===== src/rtl/kpn_fifo_reader_if.sv =====
// Bundles the FIFO read pins and the downstream valid/ready token stream
// of the KPN FIFO reader. master = reader side, slave = FIFO/consumer side.
interface kpn_fifo_reader_if #(
  parameter int BITS_NUMBER = 16
);
  logic                   fifo_empty;
  logic                   fifo_rd;
  logic [BITS_NUMBER-1:0] fifo_data;
  logic                   out_valid;
  logic [BITS_NUMBER-1:0] out_data;
  logic                   out_ready;

  modport master (
    input  fifo_empty,
    input  fifo_data,
    input  out_ready,
    output fifo_rd,
    output out_valid,
    output out_data
  );

  modport slave (
    output fifo_empty,
    output fifo_data,
    output out_ready,
    input  fifo_rd,
    input  out_valid,
    input  out_data
  );
endinterface


===== src/rtl/kpn_fifo_reader.sv =====
// Blocking-read controller: pops the KPN token FIFO into a small skid buffer
// and presents a valid/ready stream. Optional stall counter: KPN_READER_STATS_EN.
module kpn_fifo_reader #(
  parameter int BITS_NUMBER = 16,
  parameter int BUF_DEPTH   = 2,
  parameter int CNT_WIDTH   = 16
) (
  input  logic                 clk,
  input  logic                 rst_n,
  input  logic                 enable_i,
  input  logic                 flush_i,
  kpn_fifo_reader_if.master    bus,
  output logic [CNT_WIDTH-1:0] tokens_read_o,
`ifdef KPN_READER_STATS_EN
  output logic [CNT_WIDTH-1:0] stall_cycles_o,
`endif
  output logic [1:0]           state_o
);

  localparam int PTR_W = $clog2(BUF_DEPTH);
  localparam int OCC_W = PTR_W + 1;
  localparam logic [OCC_W-1:0] DEPTH_C = OCC_W'(BUF_DEPTH);

  typedef enum logic [1:0] {
    ST_IDLE    = 2'd0,
    ST_FETCH   = 2'd1,
    ST_STARVED = 2'd2,
    ST_BACKP   = 2'd3
  } state_e;

  logic [OCC_W-1:0]       occ_q, occ_d;
  logic [PTR_W-1:0]       wptr_q, wptr_d;
  logic [PTR_W-1:0]       rptr_q, rptr_d;
  logic                   inflight_q, inflight_d;
  logic [CNT_WIDTH-1:0]   tokens_q, tokens_d;
  state_e                 state_q, state_d;
  logic [BITS_NUMBER-1:0] mem_q [BUF_DEPTH];

  logic [OCC_W-1:0] level_s;
  logic             rd_s;
  logic             capture_s;
  logic             pop_s;

  // Reserved space counts the in-flight token so a read can never overflow the buffer.
  assign level_s   = occ_q + OCC_W'(inflight_q);
  assign rd_s      = rst_n & enable_i & ~flush_i & ~bus.fifo_empty & (level_s < DEPTH_C);
  assign capture_s = inflight_q & ~flush_i;
  assign pop_s     = (occ_q != '0) & bus.out_ready & ~flush_i;

  assign bus.fifo_rd    = rd_s;
  assign bus.out_valid  = (occ_q != '0);
  assign bus.out_data   = mem_q[rptr_q];
  assign tokens_read_o  = tokens_q;
  assign state_o        = state_q;

  // Next-state for occupancy, pointers, in-flight flag and consumed counter.
  always_comb begin
    occ_d      = occ_q;
    wptr_d     = wptr_q;
    rptr_d     = rptr_q;
    inflight_d = rd_s;
    tokens_d   = tokens_q;
    if (flush_i) begin
      occ_d      = '0;
      wptr_d     = '0;
      rptr_d     = '0;
      inflight_d = 1'b0;
    end else begin
      if (capture_s) begin
        wptr_d = wptr_q + PTR_W'(1);
      end else begin
        wptr_d = wptr_q;
      end
      if (pop_s) begin
        rptr_d   = rptr_q + PTR_W'(1);
        tokens_d = tokens_q + CNT_WIDTH'(1);
      end else begin
        rptr_d   = rptr_q;
        tokens_d = tokens_q;
      end
      case ({capture_s, pop_s})
        2'b10:   occ_d = occ_q + OCC_W'(1);
        2'b01:   occ_d = occ_q - OCC_W'(1);
        default: occ_d = occ_q;
      endcase
    end
  end

  // Reporting state; evaluated from current registered occupancy.
  always_comb begin
    state_d = ST_FETCH;
    if (!enable_i) begin
      state_d = ST_IDLE;
    end else if (level_s == DEPTH_C) begin
      state_d = ST_BACKP;
    end else if (bus.fifo_empty && (occ_q == '0) && !inflight_q) begin
      state_d = ST_STARVED;
    end else begin
      state_d = ST_FETCH;
    end
  end

  // Control state registers.
  always_ff @(posedge clk or negedge rst_n) begin
    if (!rst_n) begin
      occ_q      <= '0;
      wptr_q     <= '0;
      rptr_q     <= '0;
      inflight_q <= 1'b0;
      tokens_q   <= '0;
      state_q    <= ST_IDLE;
    end else begin
      occ_q      <= occ_d;
      wptr_q     <= wptr_d;
      rptr_q     <= rptr_d;
      inflight_q <= inflight_d;
      tokens_q   <= tokens_d;
      state_q    <= state_d;
    end
  end

  // Token storage; FIFO data is valid exactly one cycle after the pop strobe.
  always_ff @(posedge clk or negedge rst_n) begin
    if (!rst_n) begin
      for (int i = 0; i < BUF_DEPTH; i++) begin
        mem_q[i] <= '0;
      end
    end else if (capture_s) begin
      mem_q[wptr_q] <= bus.fifo_data;
    end else begin
      mem_q[wptr_q] <= mem_q[wptr_q];
    end
  end

`ifdef KPN_READER_STATS_EN
  logic [CNT_WIDTH-1:0] stall_q, stall_d;

  // Saturating count of starved cycles.
  always_comb begin
    stall_d = stall_q;
    if ((state_q == ST_STARVED) && (stall_q != '1)) begin
      stall_d = stall_q + CNT_WIDTH'(1);
    end else begin
      stall_d = stall_q;
    end
  end

  // Stall counter register; survives flush.
  always_ff @(posedge clk or negedge rst_n) begin
    if (!rst_n) begin
      stall_q <= '0;
    end else begin
      stall_q <= stall_d;
    end
  end

  assign stall_cycles_o = stall_q;
`endif

endmodule


===== src/flat_wrapper.sv =====
// flat-port wrapper written by rule: the top's interface ports become plain ports
module kpn_fifo_reader_flat 
#(
  parameter int BITS_NUMBER = 16,
  parameter int BUF_DEPTH   = 2,
  parameter int CNT_WIDTH   = 16
)
  (clk, rst_n, enable_i, flush_i, tokens_read_o, state_o, bus_fifo_empty, bus_fifo_data, bus_out_ready, bus_fifo_rd, bus_out_valid, bus_out_data);
  kpn_fifo_reader_if #(.BITS_NUMBER(BITS_NUMBER)) bus_i ();
  input  logic clk;
  input  logic rst_n;
  input  logic enable_i;
  input  logic flush_i;
  output logic [CNT_WIDTH-1:0] tokens_read_o;
  output logic [1:0] state_o;
  input wire logic [$bits(bus_i.fifo_empty)-1:0] bus_fifo_empty;
  input wire logic [$bits(bus_i.fifo_data)-1:0] bus_fifo_data;
  input wire logic [$bits(bus_i.out_ready)-1:0] bus_out_ready;
  output wire logic [$bits(bus_i.fifo_rd)-1:0] bus_fifo_rd;
  output wire logic [$bits(bus_i.out_valid)-1:0] bus_out_valid;
  output wire logic [$bits(bus_i.out_data)-1:0] bus_out_data;
  assign bus_i.fifo_empty = bus_fifo_empty;
  assign bus_i.fifo_data = bus_fifo_data;
  assign bus_i.out_ready = bus_out_ready;
  assign bus_fifo_rd = bus_i.fifo_rd;
  assign bus_out_valid = bus_i.out_valid;
  assign bus_out_data = bus_i.out_data;
  kpn_fifo_reader #(.BITS_NUMBER(BITS_NUMBER), .BUF_DEPTH(BUF_DEPTH), .CNT_WIDTH(CNT_WIDTH)) u_core (.clk(clk), .rst_n(rst_n), .enable_i(enable_i), .flush_i(flush_i), .bus(bus_i), .tokens_read_o(tokens_read_o), .state_o(state_o));
endmodule

===== config.mk =====
export PLATFORM = sky130hd
export DESIGN_NAME = kpn_fifo_reader_flat
export DESIGN_NICKNAME = d
export VERILOG_FILES = /design/src/rtl/kpn_fifo_reader_if.sv /design/src/rtl/kpn_fifo_reader.sv /design/src/flat_wrapper.sv
export SDC_FILE = /design/constraint.sdc
export NUM_CORES = 1
export LEC_CHECK = 0
export ABC_CLOCK_PERIOD_IN_PS = 2350
export CORE_ASPECT_RATIO = 0.75
export CORE_MARGIN = 10
export CORE_UTILIZATION = 54
export CTS_CLUSTER_DIAMETER = 120
export DETAILED_ROUTE_END_ITERATION = 16
export GPL_ROUTABILITY_DRIVEN = 0
export PLACE_DENSITY = 0.81
export SETUP_SLACK_MARGIN = 0.1
export SYNTH_ARGS = -nofsm -noshare
export SYNTH_HDL_FRONTEND = slang
export SYNTH_SLANG_ARGS = --single-unit

===== constraint.sdc =====
create_clock -name clk -period 2.35 [get_ports clk]
set_input_delay 0.3525 -clock clk [delete_from_list [all_inputs] [get_ports clk]]
set_output_delay 0.3525 -clock clk [all_outputs]
set_load 0.005 [all_outputs]

==> flow_summary.yaml <==
run_status:
  status: "complete, no violations"
floorplan:
  die_w_um: 99.3
  start_util: 0.564
  pin_count: 58
  rows: 21
  die_area_sq_um: 7900
  core-area_sq_um: 4520
  die_y_um: 79.5
timing:
  hold_viol_final: 0
  rsz0062_at_grt: "false"
  setup_tns_ps: 0
  fin_crit_sh: 0.914
  layout_min_cycle_time_ps: 2150
  finClkSkew_ps: 11.6
  worst_pin_slew_ps: 676
  slew_headroom: 0.549
  report.final.slew_viol_count: 0
  fmax_mhz: 466
  finalSetupViolations: 0
power:
  p_per_area_nw_per_um2: 676
  ir_drop_mv: 0.445
  finalPower_mw: 2.23
  p_leak_nw: 1.53
global_route:
  grt_pass1_vias: 1799
  grt_pass1_wl_mm: 9.19
  antenna_found_initial: 0
  grt_max_degree: 56
  grt_usage: 0.144
  grt-ovfl-total: 0
setup_path:
  criticalPathCategory: "register to primary output"
  cp-end-kind: "primary output"
  rr_endpoint: "u_core.mem_q[25]"
  crit_chain: "ha_1 -> xnor2_2 -> nand3_1 -> nor3_1 -> dlygate4sd2_1"
  required_ps: 2000
  crit_path_max_incr_delay_ps: 460
  cp_max_fo: 7
  crit_slowest_cell: "dfrtp_2"
  worst_r2r_path_depth: 4
  r2r_slack_ps: 840
  r2r_start: "u_core.inflight_q"
  cp-start-kind: "register"
  arrival_ps: 1800
synth:
  ys_seq_area_frac: 0.540
  synth_fp_nets: 199
  synth_warnings: 0
  syn_inst: 175
  ys_ff_latch: 55
  postSynthAreaPerCell_sq_um: 14.6
  syn-cell-area_sq_um: 2550
  yosysUniqueCellTypes: 31
clock_network:
  clockRootBuffer: "clkbuf_8"
  cts_tree: "yes"
  cts_sinks: 55
  cts_buffers: 5
  htree_levels: 2
  cts_buffer_depth: 2
  path_clk_slew_ps: 90
  clock_latency_ps: 300
routing:
  drcViolationCount: 0
  num_vias: 1583
  via_per_inst: 5.33
  post_drt_wl_per_cell_um: 18.9
  antenna_left: 0
  routed_wl_mm: 5.62
  first_pass_iters: 4
  first_iter_violations: 74
flow_run:
  cap_violations: 0
final_layout:
  drive_gt1_frac: 0.300
  area_growth_pct: 29.5
  n_antenna_cell: 0
  nets: 263
  fin_util: 0.730
placed_design:
  port_buffers: 57
  place_hpwl_mm: 4.15
worst_hold_path:
  hold_path_class: "input port to asynchronous set/reset pin"
==> layout by cell type, fill, tap and decap left out, types with 2 or more instances in the layout <==
| cell | count |
|---|---|
| and2_1 | 2 |
| and3_1 | 2 |
| and4_1 | 2 |
| buf_4 | 6 |
| clkbuf_8 | 6 |
| clkdlybuf4s50_1 | 55 |
| dfrtp_1 | 54 |
| ha_1 | 2 |
| mux2_2 | 29 |
| mux2_4 | 20 |
| nand2_1 | 7 |
| nand3_1 | 7 |
| nand4_1 | 3 |
| nor2_1 | 5 |
| nor3_1 | 2 |
| nor3_4 | 2 |
| xnor2_1 | 15 |
| xor2_1 | 3 |
==> worst max-delay path by stage <==
stage / start / end / slack [ps] / cells past startpoint
2_1_floorplan: u_core.occ_q[0] / bus_fifo_rd / 880 / 4
3_3_place_gp: u_core.occ_q[0] / bus_fifo_rd / 360 / 5
3_5_place_dp: u_core.occ_q[0] / bus_fifo_rd / 150 / 5
4_1_cts: u_core.occ_q[0] / bus_fifo_rd / 170 / 5
5_1_grt: u_core.occ_q[0] / bus_fifo_rd / 120 / 5
6_report: u_core.occ_q[0] / bus_fifo_rd / 200 / 5
==> report_power, final <==
| group | internal, mW | total, mW | switching, mW |
|---|---|---|---|
| combinational | 0.335 | 0.484 | 0.149 |
| clock | 0.345 | 0.635 | 0.290 |
| sequential | 1.05 | 1.11 | 0.0650 |
| total | 1.73 | 2.23 | 0.503 |
==> cell usage after synthesis <==
cell	instances	share of area
a2111oi_0	1	0.0034
buf_8	1	0.0059
ha_1	2	0.0098
buf_2	2	0.0039
nor2_1	5	0.0074
buf_4	1	0.0029
and3_1	2	0.0049
dfrtp_1	55	0.54
nor3_4	2	0.013
mux2_4	20	0.12
xnor2_1	16	0.055
nand3_1	7	0.014
o21ai_0	1	0.0020
and2_1	2	0.0049
nor3b_4	1	0.0074
mux2i_1	1	0.0039
nor3_1	2	0.0039
and4b_2	1	0.0044
or2_1	1	0.0025
o21a_1	1	0.0029
mux2_2	29	0.13
o21ai_1	1	0.0020
buf_6	2	0.0088
nand3b_4	1	0.0079
o21ai_2	1	0.0034
nand2_1	7	0.010
a21oi_1	1	0.0020
or3b_1	1	0.0034
xor2_1	3	0.010
and4_1	2	0.0069
nand4_1	3	0.0074
==> per-stage QoR <==
stage	hold slack (ps)	setup WS, ps	area (sq um)	std cells
after global placement	468	361	3180	289
after global routing	261	124	3300	297
after CTS	232	173	3300	297
final	211	202	3300	297
after floorplan	56.9	876	2550	175
after detailed placement	476	147	3180	289
==> sequential cells by signal (all words and copies together) (netlist names) <==
signal,flops
u_core.state_o,2
u_core.tokens_read_o,16
u_core.wptr_q,1
u_core.occ_q,2
u_core.mem_q,32
u_core.rptr_q,1
u_core.inflight_q,1
==> routing by layer <==
metal / GRT usage / vias up / routed length [um]
met3: 0.0545 / 5 / 357
li1: - / 747 / -
met4: 0.0343 / 0 / 38
met2: 0.241 / 35 / 2830
met1: 0.173 / 796 / 2390
met5: 0 / - / 0
==> worst max-delay path, delay by kind of cell (launching register included) <==
kind / cells / cell delay (ps)
adders and majority gates: 1 / 230
DFF: 1 / 460
and+or+nand+nor: 2 / 320
xor gates and xnor gates: 1 / 200
buffers and inverters: 1 / 290
==> cell families (layout without fill, tap and decap cells) <==
logic type	count (synthesis)	count (layout)	share of synthesized area
fa+ha+maj	2	2	0.00982
mux	50	50	0.250
simple gates	37	37	0.0977
xor+xnor	19	19	0.0653
buf+inv	6	71	0.0216
flops	55	55	0.540
compound gates	6	6	0.0157
==> final cells by class <==
type / count / area, sq um
Clock buffer: 6 / 82.6
Sequential cell: 55 / 1380
Clock inverter: 2 / 35.0
Fill cell: 295 / 1220
Multi-Input combinational cell: 114 / 1120
Timing Repair Buffer: 63 / 609
Tap cell: 57 / 71.3
==> timing repair <==
action	4_1_cts	5_1_grt
buffers inserted	0	0
hold buffers	0	0
setup endpoints to repair	1	1
resized for setup	2	1
gates cloned	0	0
(Power assumes the default switching activity.)
